[config.mk]
export PLATFORM = sky130hd
export DESIGN_NAME = coin_io_peripheral
export DESIGN_NICKNAME = d
export VERILOG_FILES = /design/src/rtl/coin_io_peripheral.sv
export SDC_FILE = /design/constraint.sdc
export NUM_CORES = 1
export LEC_CHECK = 0
export ABC_AREA = 1
export CAP_MARGIN = 20
export CORE_MARGIN = 8
export CORE_UTILIZATION = 48
export CTS_CLUSTER_SIZE = 10
export DETAILED_ROUTE_END_ITERATION = 8
export PLACE_DENSITY = 0.85
export SYNTH_ARGS = -nofsm -noshare
export SYNTH_HDL_FRONTEND = slang
export SYNTH_SLANG_ARGS = --single-unit
[constraint.sdc]
create_clock -name clock -period 4.65 [get_ports clock]
set_clock_uncertainty 0.2 [all_clocks]
set_input_delay 0.93 -clock clock [delete_from_list [all_inputs] [get_ports clock]]
set_output_delay 0.93 -clock clock [all_outputs]
set_load 0.1 [all_outputs]
[src/rtl/coin_io_peripheral.sv]
// -----------------------------------------------------------------------------
// coin_io_peripheral
//
// Memory-mapped coin acceptor / dispenser peripheral.
//   * Coin inputs (nickel, dime, quarter) are edge-detected. Edges seen in the
//     same cycle are summed into one 6-bit value. A nonzero sum is pushed into
//     a small FIFO.
//   * A refund button edge sets a sticky refund flag.
//   * Reading COIN (0x0) returns the head entry plus status bits, pops the
//     head and clears the refund/overflow flags.
//   * Writing OUT (0x4) from idle starts a PULSE_CYCLES-long pulse on the
//     selected outputs: bit31 vend, bit2 quarter_out, bit1 dime_out,
//     bit0 nickel_out. Reading OUT returns the busy bit in bit 0.
//
// Optional build macro:
//   COIN_IO_SYNC_EN - when defined, nickel/dime/quarter/refund pass through a
//                     2-flop synchronizer before edge detection.
//
// Parameters:
//   FIFO_DEPTH   - coin FIFO entries (power of two, >= 2)
//   PULSE_CYCLES - cycles an OUT pulse is held high
//
// Ports:
//   clock, reset_n                     - clock, async active-low reset
//   nickel, dime, quarter, refund      - level inputs from the coin mechanism
//   mem_address, mem_read_en,
//   mem_write_en, mem_write_value      - CPU bus (single-cycle strobes)
//   mem_read_value                     - combinational read data
//   nickel_out, dime_out,
//   quarter_out, vend                  - registered dispense pulses
// -----------------------------------------------------------------------------
module coin_io_peripheral #(
    parameter int FIFO_DEPTH   = 4,
    parameter int PULSE_CYCLES = 16
) (
    input  logic        clock,
    input  logic        reset_n,
    input  logic        nickel,
    input  logic        dime,
    input  logic        quarter,
    input  logic        refund,
    input  logic [31:0] mem_address,
    input  logic        mem_read_en,
    input  logic        mem_write_en,
    input  logic [31:0] mem_write_value,
    output logic [31:0] mem_read_value,
    output logic        nickel_out,
    output logic        dime_out,
    output logic        quarter_out,
    output logic        vend
);

    localparam logic [31:0] ADDR_COIN = 32'h0000_0000;
    localparam logic [31:0] ADDR_OUT  = 32'h0000_0004;

    localparam int PTR_W = (FIFO_DEPTH > 1) ? $clog2(FIFO_DEPTH) : 1;
    localparam int CNT_W = PTR_W + 1;
    localparam logic [CNT_W-1:0] FULL_CNT = CNT_W'(FIFO_DEPTH);
    localparam logic [CNT_W-1:0] CNT_ONE  = CNT_W'(1);
    localparam logic [PTR_W-1:0] PTR_ONE  = PTR_W'(1);

    localparam int PC_W = (PULSE_CYCLES > 1) ? $clog2(PULSE_CYCLES) : 1;
    localparam logic [PC_W-1:0] PC_LAST = PC_W'(PULSE_CYCLES - 1);
    localparam logic [PC_W-1:0] PC_ONE  = PC_W'(1);

    // Number of clock edges after reset release before edge detection is
    // trusted: the previous-value register (and synchronizer, if present)
    // must have sampled the real input so a coin already present at reset
    // release is not mistaken for a new event.
`ifdef COIN_IO_SYNC_EN
    localparam logic [1:0] WARM_LAST = 2'd3;
`else
    localparam logic [1:0] WARM_LAST = 2'd1;
`endif

    typedef enum logic [0:0] {
        ST_IDLE  = 1'b0,
        ST_PULSE = 1'b1
    } state_t;

    // Coin values summed for the edges detected in one cycle (max 40).
    function automatic logic [5:0] coin_sum(input logic [2:0] e);
        logic [5:0] s;
        s = 6'd0;
        if (e[0]) s = s + 6'd5;
        if (e[1]) s = s + 6'd10;
        if (e[2]) s = s + 6'd25;
        return s;
    endfunction

    // ---------------------------------------------------------------- inputs
    logic [3:0] raw_s;     // {refund, quarter, dime, nickel}
    logic [3:0] cond_s;
    logic [3:0] prev_q;
    logic [1:0] warm_q;
    logic       armed_s;
    logic [3:0] edge_s;

    assign raw_s = {refund, quarter, dime, nickel};

`ifdef COIN_IO_SYNC_EN
    logic [3:0] sync1_q;
    logic [3:0] sync2_q;

    // Two-flop synchronizer on every mechanism input.
    always_ff @(posedge clock or negedge reset_n) begin
        if (!reset_n) begin
            sync1_q <= 4'b0000;
            sync2_q <= 4'b0000;
        end else begin
            sync1_q <= raw_s;
            sync2_q <= sync1_q;
        end
    end

    assign cond_s = sync2_q;
`else
    assign cond_s = raw_s;
`endif

    assign armed_s = (warm_q == WARM_LAST);
    assign edge_s  = cond_s & ~prev_q & {4{armed_s}};

    // Edge history and post-reset warm-up counter.
    always_ff @(posedge clock or negedge reset_n) begin
        if (!reset_n) begin
            prev_q <= 4'b0000;
            warm_q <= 2'd0;
        end else begin
            prev_q <= cond_s;
            if (!armed_s) begin
                warm_q <= warm_q + 2'd1;
            end else begin
                warm_q <= warm_q;
            end
        end
    end

    // ------------------------------------------------------------------ FIFO
    logic [5:0]       mem_q [FIFO_DEPTH];
    logic [PTR_W-1:0] rd_ptr_q, rd_ptr_d;
    logic [PTR_W-1:0] wr_ptr_q, wr_ptr_d;
    logic [CNT_W-1:0] count_q, count_d;
    logic             refund_q, refund_d;
    logic             ovf_q, ovf_d;

    logic [5:0] sum_s;
    logic       push_s;
    logic       coin_rd_s;
    logic       empty_s;
    logic       full_s;
    logic       pop_s;
    logic       accept_s;
    logic       drop_s;

    assign sum_s     = coin_sum(edge_s[2:0]);
    assign push_s    = (sum_s != 6'd0);
    assign coin_rd_s = mem_read_en && (mem_address == ADDR_COIN);
    assign empty_s   = (count_q == {CNT_W{1'b0}});
    assign full_s    = (count_q == FULL_CNT);
    assign pop_s     = coin_rd_s && !empty_s;
    // A simultaneous pop frees the slot, so a push into a full FIFO still lands.
    assign accept_s  = push_s && (!full_s || pop_s);
    assign drop_s    = push_s && full_s && !pop_s;

    // FIFO pointer/count and status-flag next state.
    always_comb begin
        rd_ptr_d = rd_ptr_q;
        wr_ptr_d = wr_ptr_q;
        count_d  = count_q;
        refund_d = refund_q;
        ovf_d    = ovf_q;

        if (pop_s) begin
            rd_ptr_d = rd_ptr_q + PTR_ONE;
        end else begin
            rd_ptr_d = rd_ptr_q;
        end

        if (accept_s) begin
            wr_ptr_d = wr_ptr_q + PTR_ONE;
        end else begin
            wr_ptr_d = wr_ptr_q;
        end

        case ({accept_s, pop_s})
            2'b10:   count_d = count_q + CNT_ONE;
            2'b01:   count_d = count_q - CNT_ONE;
            default: count_d = count_q;
        endcase

        // A refund edge coinciding with a COIN read keeps the flag set.
        if (edge_s[3]) begin
            refund_d = 1'b1;
        end else if (coin_rd_s) begin
            refund_d = 1'b0;
        end else begin
            refund_d = refund_q;
        end

        if (drop_s) begin
            ovf_d = 1'b1;
        end else if (coin_rd_s) begin
            ovf_d = 1'b0;
        end else begin
            ovf_d = ovf_q;
        end
    end

    // FIFO storage, pointers and flags.
    always_ff @(posedge clock or negedge reset_n) begin
        if (!reset_n) begin
            for (int i = 0; i < FIFO_DEPTH; i++) begin
                mem_q[i] <= 6'd0;
            end
            rd_ptr_q <= {PTR_W{1'b0}};
            wr_ptr_q <= {PTR_W{1'b0}};
            count_q  <= {CNT_W{1'b0}};
            refund_q <= 1'b0;
            ovf_q    <= 1'b0;
        end else begin
            if (accept_s) begin
                mem_q[wr_ptr_q] <= sum_s;
            end
            rd_ptr_q <= rd_ptr_d;
            wr_ptr_q <= wr_ptr_d;
            count_q  <= count_d;
            refund_q <= refund_d;
            ovf_q    <= ovf_d;
        end
    end

    // ------------------------------------------------------------ OUT pulser
    state_t          state_q, state_d;
    logic [PC_W-1:0] cnt_q, cnt_d;
    logic [3:0]      outs_q, outs_d;    // {vend, quarter, dime, nickel}
    logic            out_wr_s;
    logic [3:0]      load_bits_s;

    assign out_wr_s    = mem_write_en && (mem_address == ADDR_OUT);
    assign load_bits_s = {mem_write_value[31], mem_write_value[2:0]};

    // OUT state machine next state and output values.
    always_comb begin
        state_d = state_q;
        cnt_d   = cnt_q;
        outs_d  = outs_q;
        case (state_q)
            ST_IDLE: begin
                if (out_wr_s && (load_bits_s != 4'b0000)) begin
                    state_d = ST_PULSE;
                    cnt_d   = {PC_W{1'b0}};
                    outs_d  = load_bits_s;
                end else begin
                    state_d = ST_IDLE;
                    cnt_d   = {PC_W{1'b0}};
                    outs_d  = 4'b0000;
                end
            end
            ST_PULSE: begin
                // Writes are ignored here; the pulse always runs to completion.
                if (cnt_q == PC_LAST) begin
                    state_d = ST_IDLE;
                    cnt_d   = {PC_W{1'b0}};
                    outs_d  = 4'b0000;
                end else begin
                    state_d = ST_PULSE;
                    cnt_d   = cnt_q + PC_ONE;
                    outs_d  = outs_q;
                end
            end
            default: begin
                state_d = ST_IDLE;
                cnt_d   = {PC_W{1'b0}};
                outs_d  = 4'b0000;
            end
        endcase
    end

    // OUT state machine registers.
    always_ff @(posedge clock or negedge reset_n) begin
        if (!reset_n) begin
            state_q <= ST_IDLE;
            cnt_q   <= {PC_W{1'b0}};
            outs_q  <= 4'b0000;
        end else begin
            state_q <= state_d;
            cnt_q   <= cnt_d;
            outs_q  <= outs_d;
        end
    end

    assign vend        = outs_q[3];
    assign quarter_out = outs_q[2];
    assign dime_out    = outs_q[1];
    assign nickel_out  = outs_q[0];

    // ------------------------------------------------------------- read path
    logic [5:0] head_s;

    assign head_s = empty_s ? 6'd0 : mem_q[rd_ptr_q];

    // Combinational register read mux.
    always_comb begin
        mem_read_value = 32'h0000_0000;
        if (mem_address == ADDR_COIN) begin
            mem_read_value = {refund_q, !empty_s, ovf_q, 23'd0, head_s};
        end else if (mem_address == ADDR_OUT) begin
            mem_read_value = {31'd0, (state_q == ST_PULSE)};
        end else begin
            mem_read_value = 32'h0000_0000;
        end
    end

    // Write-data bits with no function in the register map.
    logic unused_s;
    assign unused_s = ^mem_write_value[30:3];

endmodule

# ---- After elaboration in Yosys (flattened, before gate mapping)
# Index checks and enable logic that the tools add are counted.
dict set report word_totals {
  ramBits 0
  output_inout_bits 36
  register_bits 48
  rom_bits 0
  in_bits 72
  latchBits 0
  memories 0
  elab_cells 81
}
dict set report op_classes {
  n_shift 0
  addsub 8
  mul 0
  muxes 24
  n_reduce_logical 19
  bitwise_logic 6
  eq_ne 7
  div 0
  order_cmp 3
}
# operator n
set ops {}
lappend ops {{6-bit two-way mux} 6}
lappend ops {{32-bit by 3-bit == test with 1-bit output (second input constant)} 1}
lappend ops {{32-bit zero test} 1}
lappend ops {{32-bit two-way mux} 1}
lappend ops {{24-bit bitwise mux} 1}
lappend ops {{4-bit one-hot mux with 2 select lines} 2}
lappend ops {{6-bit binary-select mux with 2-bit select} 1}
lappend ops {{6-bit demux with 2-bit select} 1}
lappend ops {{4-bit two-way mux} 3}
lappend ops {{4-bit bitwise AND} 2}
lappend ops {{1-bit logical AND} 8}
lappend ops {{2-bit by 1-bit adder with 2-bit output (second input constant)} 3}
lappend ops {{6-bit by 4-bit adder with 6-bit output (second input constant)} 1}
lappend ops {{6-bit by 5-bit adder with 6-bit output (second input constant)} 1}
lappend ops {{3-bit >= comparator (second input constant)} 2}
lappend ops {{1-bit two-way mux} 6}
lappend ops {{2-bit inverter with 3-bit output} 2}
lappend ops {{3-bit one-hot mux with 2 select lines} 1}
lappend ops {{2-bit nonzero test} 3}
lappend ops {{6-bit nonzero test} 1}
lappend ops {{4-bit by 1-bit adder with 4-bit output (second input constant)} 1}
lappend ops {{2-bit by 1-bit == test with 1-bit output (second input constant)} 2}
lappend ops {{4-bit == test (second input constant)} 1}
lappend ops {{4-bit inverter} 1}
lappend ops {{13 further kinds} 15}

# ---- Depth between registers and ports, before layout
# Gate-level depths: netlist of the first run.
dict set report depth {
  ltp_word 12
  ltp_mapped 19
  mapped_depth_nobuf 17
}

# ---- Worst setup path before layout of the first run
# Ideal clock, no wire load.
dict set report synth_path {
  path_kind {input-to-output}
  startpoint {in mem_address[15]}
  endpoint {out mem_read_value[29]}
  required_ps 3520
  arrival_ps 3498
  cell_stages 5
  setup_slack_ps 22
  path_buffers 0
  cell_sequence {nor2_1 > nand2_1 > nor2_1 > nand2_1 > nor3b_1}
}
dict set report synth_via {
  elab_chain_len 2
}
# element line
set synth_lines {}
lappend synth_lines {{start: declaration} 42} ;# input logic [31:0] mem_address,
lappend synth_lines {{32-bit zero test} 306} ;# if (mem_address == ADDR_COIN) begin
lappend synth_lines {{32-bit two-way mux} 306}
lappend synth_lines {{end: declaration} 46} ;# output logic [31:0] mem_read_value,
# No other way between the ends.

# ---- Worst setup path in the final report of the first run
dict set report layout_path {
  startpoint {in mem_address[11]}
  endpoint {out mem_read_value[4]}
}
# Same word-level chain as after synthesis.

==> results of run 1 <==
critical path, stage by stage:
cell             delay, ns
clkdlybuf4s50_1       0.40
nor2_1                0.12
nand2_1               0.06
nor2_1                0.14
nand2_1               0.15
nor2_1                0.15
nand2_1               0.20
a21oi_1               0.23
buf_4                 0.33
per-stage QoR:
step / total power, mW / worst slack, ns / hold slack [ns] / cell area [µm²]
floorplan: 0.583 / 0.0220 / 0.210 / 2890
global placement: 0.615 / 0.737 / 0.220 / 3300
detailed placement: 0.618 / 0.604 / 0.236 / 3300
CTS: 0.943 / 0.780 / 0.248 / 3420
global route: 0.978 / 0.586 / 0.249 / 3440
finish: 0.940 / 0.807 / 0.240 / 3440
metal layers:
layer | vias to the layer above | share of wire (%) | global-route usage (%)
met4 | 0 | 0.86 | 4.43
met1 | 1091 | 39 | 18.3
met3 | 8 | 6.0 | 3.24
li1 | 1196 | - | -
met2 | 61 | 54 | 29.6
met5 | - | 0 | 0
power by group:
part | switching (mW) | leakage (nW) | internal [mW] | total (mW)
registers | 0.00542 | 0.641 | 0.426 | 0.432
logic | 0.132 | 1.01 | 0.0488 | 0.181
clock network | 0.137 | 0.0645 | 0.190 | 0.327
worst paths after layout:
kind	start	to	slack [ns]	cells after the start
worst max-delay path	mem_address[11]	mem_read_value[4]	0.81	9
min in group asynchronous	reset_n	mem_q[11]	0.26	1
worst min-delay path	prev_q[3]	refund_q	0.24	1
max in group asynchronous	reset_n	prev_q[0]	3.53	2
worst min register to register	prev_q[3]	refund_q	0.24	1
worst max register to register	warm_q[1]	count_q[2]	1.20	17
kinds of logic after synthesis:
group | count (synthesis) | synth area share (%)
compound gates | 31 | 6.02
xor+xnor | 6 | 1.87
fa+ha+maj | 11 | 5.17
buf+inv | 61 | 12.3
flops | 48 | 42.8
other cells | 1 | 0.134
simple gates | 192 | 31.8
flip-flops by register name, summed over array words and instances (netlist names):
register	flops
state_q	1
ovf_q	1
refund_q	1
outs_q	4
wr_ptr_q	2
warm_q	2
cnt_q	4
count_q	3
rd_ptr_q	2
mem_q	24
prev_q	4
placed cells by master (no fill, tap or decap), types with 2 or more instances in the layout:
cell / instances
a21oi_1: 6
buf_12: 2
buf_4: 9
clkbuf_8: 7
clkdlybuf4s50_1: 46
conb_1: 23
dfrtp_1: 48
ha_1: 10
inv_1: 27
nand2_1: 89
nand2_2: 3
nand2_4: 2
nand3_1: 13
nand3_2: 2
nand3_4: 2
nand4_1: 26
nor2_1: 49
nor2_2: 2
nor3_1: 2
o21ai_0: 20
xnor2_1: 3
xor2_1: 3
layout make-up:
type,instances,area (µm²),area share (%)
Tap cell,75,93.8,2.72
Inverter,28,105,3.05
Clock inverter,1,30.0,0.872
Multi-Input combinational cell,263,1350,39.0
Sequential cell,48,1200,34.9
Clock buffer,7,96.3,2.80
Timing Repair Buffer,58,573,16.6
==> metrics.cfg, run 1 <==
[run_status]
outcome=finished, final reports clean

[clocking]
cts-root-buf=clkbuf_8
ctsHoldBuffers=0
cts_tree=built
post_cts_buffers=0
cts_sinks=48
cts.clk_slew.worst_paths_ns=0.09
clkLatencyLatePin_ns=0.30
cts_resized=0
cts_buffers=5
htree_levels=2
clock_path_buffers=2

[final_layout]
fin_util_pct=59.6
fin_cells=480
antenna_cells=0
num-fill-cells=508
nNetsFinal=487
area_growth_pct=22.7
layout-drive-gt1-share_pct=8.64

[grt]
grt_pass1_vias=2341
overflow=0
track_usage_pct=16.1
grt_pass1_wl_um=11100
grt_max_degree=49
antenna_found_initial=0

[routing]
vias=2356
dr.pass1.iters=4
wl_per_cell_um=13.8
drc=0
routed_via_density=4.91
wirelength_um=6630
drt-initial-drc-count=212
antenna_left=0

[yosys]
syn_area_per_cell_um2=8.02
synth_most_common_cell=nand2_1
synth.top_cell.area_share_pct=42.8
netlist_area_um2=2810
yosys.area.top_type=dfrtp_1
netlist_top_cells_count=nand2_1 (89), nor2_1 (49), dfrtp_1 (48), inv_1 (27)
synth_edf_count=0
synth.area.top_cells=dfrtp_1 (43%), nand2_1 (12%), buf_4 (7.0%)
ys_ff_latch=48
async_flop_share_pct=100
synth_cell_types=31
seq_area_frac_synth_pct=42.8
synth_cells=350
synth_warnings=0
ys.flop_type=dfrtp_1

[critical_path]
cp.required_ns=3.52
cp-start-kind=input pin
critical_path_class=input pin to primary output
path_max_fanout=7
arrival_ns=2.71
cp-end-kind=primary output

[placed_design]
placed_cells=471
place.gp.congestion=0.802
io_buffers=56
hpwl_um=5030

[sta]
finalCriticalPeriod_ns=3.84
finalSetupViolations=0
fin_crit_sh_pct=82.7
worst_pin_slew_ns=0.984
finalSetupTns_ns=0
relSlewSlack_pct=34.2
slew_violations=0
final_hold_viol_count=0
max_clock_freq_mhz=260
rsz0062_at_grt=no

[floorplanning]
io-pin-count=108
die-area_um2=8550
core_um2=5780
initial_core_util_pct=48.6
die_h_um=92.5
rows=28
die_w_um=92.5

[pwr]
vdd_ir_drop_max_v=0.000165
leakage_nw=1.72
cellPowerDensity_nw_per_um2=273

[job]
max-cap-violations=0

[hold_path]
hold_path_class=register to register

No activity file was read; power rests on OpenSTA's default activity.
==> run 2: changes to the inputs <==
--- a/config.mk
+++ b/config.mk
@@ -8,10 +8,10 @@
 export ABC_AREA = 1
 export CAP_MARGIN = 20
 export CORE_MARGIN = 8
-export CORE_UTILIZATION = 48
+export CORE_UTILIZATION = 44
 export CTS_CLUSTER_SIZE = 10
 export DETAILED_ROUTE_END_ITERATION = 8
-export PLACE_DENSITY = 0.85
+export PLACE_DENSITY = 0.78
 export SYNTH_ARGS = -nofsm -noshare
 export SYNTH_HDL_FRONTEND = slang
 export SYNTH_SLANG_ARGS = --single-unit
==> constraint.sdc (replaced) <==
create_clock -name clock -period 3.8 [get_ports clock]
set_clock_uncertainty 0.2 [all_clocks]
set_input_delay 0.76 -clock clock [delete_from_list [all_inputs] [get_ports clock]]
set_output_delay 0.76 -clock clock [all_outputs]
set_load 0.1 [all_outputs]
==> run 2 against run 1 <==
- global-route usage fell by 1.3 points
- worst setup slack got worse by 0.51 ns
- via count rose by 1.6%
- combinational power rose by 23%
- clock-buffer cell count rose by 1
- largest cell class unchanged
- critical path type unchanged
==> metrics.cfg, run 2 (synthesized netlist as in run 1, its figures left out) <==
[clocking]
ctsHoldBuffers=0
htree_levels=2
cts_sinks=48
post_cts_buffers=0
cts_tree=built
cts-root-buf=clkbuf_8
cts_resized=0
cts_buffers=5
clkLatencyLatePin_ns=0.30
cts.clk_slew.worst_paths_ns=0.08
clock_path_buffers=2

[floorplanning]
die_w_um=95.9
core_um2=6280
rows=29
die-area_um2=9190
initial_core_util_pct=44.7
die_h_um=95.9
io-pin-count=108

[sta]
worst_pin_slew_ns=0.997
final_hold_viol_count=0
finalSetupViolations=0
finalCriticalPeriod_ns=3.51
max_clock_freq_mhz=285
finalSetupTns_ns=0
fin_crit_sh_pct=92.2
rsz0062_at_grt=no
relSlewSlack_pct=33.3
slew_violations=0

[final_layout]
layout-drive-gt1-share_pct=9.09
final_common_cell=nand2_1
top_register=mem_q
layout_common_cells=nand2_1 (89), nor2_1 (49), dfrtp_1 (48)
largest_reg_flops=24
fin_util_pct=56.3
seq_area_um2=1200
antenna_cells=0
num-fill-cells=590
multi_input_area_um2=1360
final_cell_area_um2=3540
nNetsFinal=489
area_growth_pct=25.9

[placed_design]
dpl_cell_area_um2=3430
io_buffers=56
hpwl_um=4950
place.gp.congestion=0.796

[routing]
antenna_left=0
wirelength_um=6510
vias=2393
drc=0
drt-initial-drc-count=105
routed_via_density=4.94
wl_per_cell_um=13.5
dr.pass1.iters=4

[pwr]
power_switching_mw=0.340
p_clk_share_pct=29.9
switching_share_pct=31.7
leakage_nw=1.73
vdd_ir_drop_max_v=0.000198
internal-power_mw=0.732
cellPowerDensity_nw_per_um2=303
pwr-share-seq_pct=49.3
pwr-share-comb_pct=20.8

[grt]
grt_pass1_vias=2362
grt_pass1_wl_um=10800
track_usage_pct=14.7
grt_max_degree=49
antenna_found_initial=0
overflow=0

[critical_path]
critical_path_class=input pin to primary output
cp_top_family=simple AND/OR/NAND/NOR gates
arrival_ns=2.55
rrSetupSlack_ns=0.60
cpMaxStageDelayCell=clkdlybuf4s50_1
cp-start-kind=input pin
cp_slowest_stage_delay_ns=0.41
cp-end-kind=primary output
crit_top_cell=nand2_1
path_cells=clkdlybuf4s50_1 -> nor2_1 -> nand2_1 -> nor2_1 -> nand2_1 -> nor2_1 -> nand2_1 -> inv_1 -> nand2_1 -> nand2_1 -> buf_12
path_max_fanout=7
path_buf_inv=3
cp.required_ns=2.84

[run_status]
outcome=finished, final reports clean

[job]
max-cap-violations=0

[hold_path]
hold_path_class=input pin to asynchronous set/reset pin

==> run 2: cell count changes in the layout (fill, tap and decap cells not counted) <==
cell and delta:
buf_12 +8, buf_4 -6, bufinv_16 -1, clkbuf_1 +2, clkbuf_8 -1, nor3_1 -1, nor3_2 +1, nor3b_1 -1
nor3b_2 +1
==> run 2: path summary, 6_finish.rpt <==
kind / start / to / cells past startpoint
worst max-delay path: mem_address[9] / mem_read_value[0] / 11
worst max register to register: warm_q[1] / count_q[2] / 17
max in group asynchronous: reset_n / count_q[1] / 2
min in group clock: prev_q[3] / refund_q / 1
worst min register to register: prev_q[3] / refund_q / 1
worst min-delay path: reset_n / prev_q[1] / 1
==> run 2: metal layers <==
| metal | track usage [%] | wire, µm | up-vias |
|---|---|---|---|
| met5 | 0 | 0 | - |
| met4 | 3.84 | 63 | 0 |
| met3 | 2.57 | 270 | 9 |
| met2 | 26.5 | 3420 | 45 |
| met1 | 17.6 | 2760 | 1140 |
| li1 | - | - | 1199 |
==> run 2: layout make-up <==
class | instances | share of cell area (%)
sequential | 48 | 34.0
clock buffer | 8 | 2.55
timing repair buffer | 60 | 19.5
multi-input combinational | 263 | 38.3
inverter | 28 | 2.97
tap | 77 | 2.72
==> run 2: per-stage QoR <==
stage,hold slack [ns],power (mW),setup WS (ns),instances
after floorplan,0.210,0.713,-0.0421,372
after CTS,0.243,1.07,0.292,483
after detailed placement,0.232,0.758,0.191,475
after global routing,0.129,1.11,0.0927,484
after global placement,0.212,0.755,0.283,475
final,0.117,1.07,0.295,484
==> run 2: power groups by stage <==
stage | clock network (mW) | registers (mW) | logic [mW]
global route | 0.337 | 0.530 | 0.239
global placement | 0 | 0.538 | 0.217
finish | 0.320 | 0.528 | 0.223
floorplan | 0 | 0.537 | 0.176
detailed placement | 0 | 0.539 | 0.220
CTS | 0.323 | 0.528 | 0.220
==> run 3: changes to the inputs <==
--- a/config.mk
+++ b/config.mk
@@ -7,6 +7,7 @@
 export LEC_CHECK = 0
 export ABC_AREA = 1
 export CAP_MARGIN = 20
+export CORE_ASPECT_RATIO = 0.75
 export CORE_MARGIN = 8
 export CORE_UTILIZATION = 44
 export CTS_CLUSTER_SIZE = 10
==> run 3 against run 2 <==
- first-iteration DRC count increased by 69%
- hold slack improved by 0.015 ns
- die area increased by 0.29%
- largest cell class unchanged
- sequential share of layout area shrank 0.11 points
- core utilization up 0.66 points
- flip-flop and latch count stayed put
- clock-buffer cell count fell by 2
==> metrics.cfg, run 3 (synthesized netlist as in run 1, its figures left out) <==
[pwr]
leakage_nw=1.74
power_switching_mw=0.350
vdd_ir_drop_max_v=0.000152
switching_share_pct=32.4
internal-power_mw=0.732
p_clk_share_pct=30.5
cellPowerDensity_nw_per_um2=305
fin_total_pwr_mw=1.08
pwr-share-comb_pct=20.6
pwr-share-seq_pct=48.8

[final_layout]
nNetsFinal=489
layout-drive-gt1-share_pct=9.58
largest_reg_flops=24
final_common_cell=nand2_1
fin_cells=488
layout_common_cells=nand2_1 (89), nor2_1 (49), dfrtp_1 (48)
area_growth_pct=26.3
top_register=mem_q
antenna_cells=0

[critical_path]
cp.required_ns=2.84
cpMaxStageDelayCell=clkdlybuf4s50_1
r2r_start=warm_q[1]
path_buf_inv=3
cp_top_family=simple AND/OR/NAND/NOR gates
arrival_ns=2.59
r2r_end=count_q[2]
path_cells=clkdlybuf4s50_1 -> nor2_1 -> nand2_1 -> nor2_1 -> nand2_1 -> nor2_1 -> nand2_1 -> inv_1 -> nand2_1 -> nand2_1 -> buf_12
ff2ff_path_depth=17
rrSetupSlack_ns=0.67
critical_path_class=input pin to primary output
crit_top_cell=nand2_1
cp-start-kind=input pin
path_max_fanout=7
cp_slowest_stage_delay_ns=0.41
cp-end-kind=primary output

[grt]
overflow=0
antenna_found_initial=0
grt_max_degree=49
grt_pass1_vias=2334
track_usage_pct=14.9
grt_pass1_wl_um=11000

[routing]
drc=0
routed_via_density=4.98
wirelength_um=6640
drt-initial-drc-count=177
vias=2430
wl_per_cell_um=13.6
dr.pass1.iters=5
antenna_left=0

[clocking]
htree_levels=2
cts.clk_slew.worst_paths_ns=0.10
clkLatencyLatePin_ns=0.31
cts_sinks=48
clock_path_buffers=2
post_cts_buffers=0
cts_buffers=5
ctsHoldBuffers=0
cts_tree=built
cts_resized=0
cts-root-buf=clkbuf_8

[sta]
timing.final.ws_setup_ns=0.250
fin_crit_sh_pct=93.4
finalSetupViolations=0
slew_violations=0
rsz0062_at_grt=no
max_clock_freq_mhz=282
finalSetupTns_ns=0
finalCriticalPeriod_ns=3.55
final_hold_viol_count=0
relSlewSlack_pct=33.2
worst_pin_slew_ns=0.998

[placed_design]
hpwl_um=5090
io_buffers=56
placed_cells=479
place.gp.congestion=0.806
post-place-ws_ns=0.179

[floorplanning]
initial_core_util_pct=45.1
die-area_um2=9220
core_um2=6220
die_w_um=108
die_h_um=85.2
rows=25
io-pin-count=108

[run_status]
outcome=finished, final reports clean

[hold_path]
hold_path_class=input pin to asynchronous set/reset pin

[job]
max-cap-violations=0

## run 3: cell types whose count changed in the layout (fill, tap and decap cells not counted)
| cell | delta |
|---|---|
| clkbuf_1 | -2 |
| inv_6 | +1 |
| clkinv_2 | +1 |
## run 3: power groups by stage
stage	Sequential [mW]	Clock [mW]	Combinational (mW)
floorplan	0.537	0	0.176
global placement	0.538	0	0.218
detailed placement	0.538	0	0.220
CTS	0.528	0.333	0.221
global route	0.530	0.363	0.240
finish	0.528	0.330	0.223
## run 3: routing by layer
layer,vias to the layer above,GRT usage (%),routed length [µm]
met4,0,4.52,125
li1,1197,-,-
met3,12,5.15,539
met1,1135,18.5,2760
met5,-,0,0
met2,86,23.7,3210
## run 3: worst max path at each step
| stage | slack [ns] | from | endpoint | cells past startpoint |
|---|---|---|---|---|
| after floorplan | -0.04 | mem_address[15] | mem_read_value[1] | 7 |
| after global placement | 0.28 | mem_address[15] | count_q[2] | 14 |
| after detailed placement | 0.18 | mem_address[15] | count_q[2] | 14 |
| after CTS | 0.22 | mem_address[15] | mem_read_value[0] | 11 |
| after global routing | 0.1 | mem_address[13] | mem_read_value[0] | 11 |
| final | 0.25 | mem_address[15] | mem_read_value[0] | 11 |
## run 3: worst reg2reg max path, delay by kind of cell (launching register included)
kind                       cells  cell delay (ns)
AOI/OAI and AO/OA              2             0.25
buffers and inverters          3             0.26
DFF                            1             0.39
and+or+nand+nor                7             0.71
xor gates and xnor gates       1             0.16
adders and majority gates      4             1.05
## run 3: layout make-up
class                           count  area (µm²)
Fill cell                         585        2680
Multi-Input combinational cell    263        1360
Sequential cell                    48        1200
Timing Repair Buffer               60         688
Inverter                           28         105
Tap cell                           81         101
Clock buffer                        6        82.6
Clock inverter                      2        13.8
## run 3: through the flow
stage	hold WS [ns]	util [%]	instance area [µm²]
after floorplan	0.210	-	2900
after global placement	0.214	55.1	3430
after detailed placement	0.245	55.1	3430
after CTS	0.258	56.7	3530
after global routing	0.148	57.0	3550
final	0.133	57.0	3550
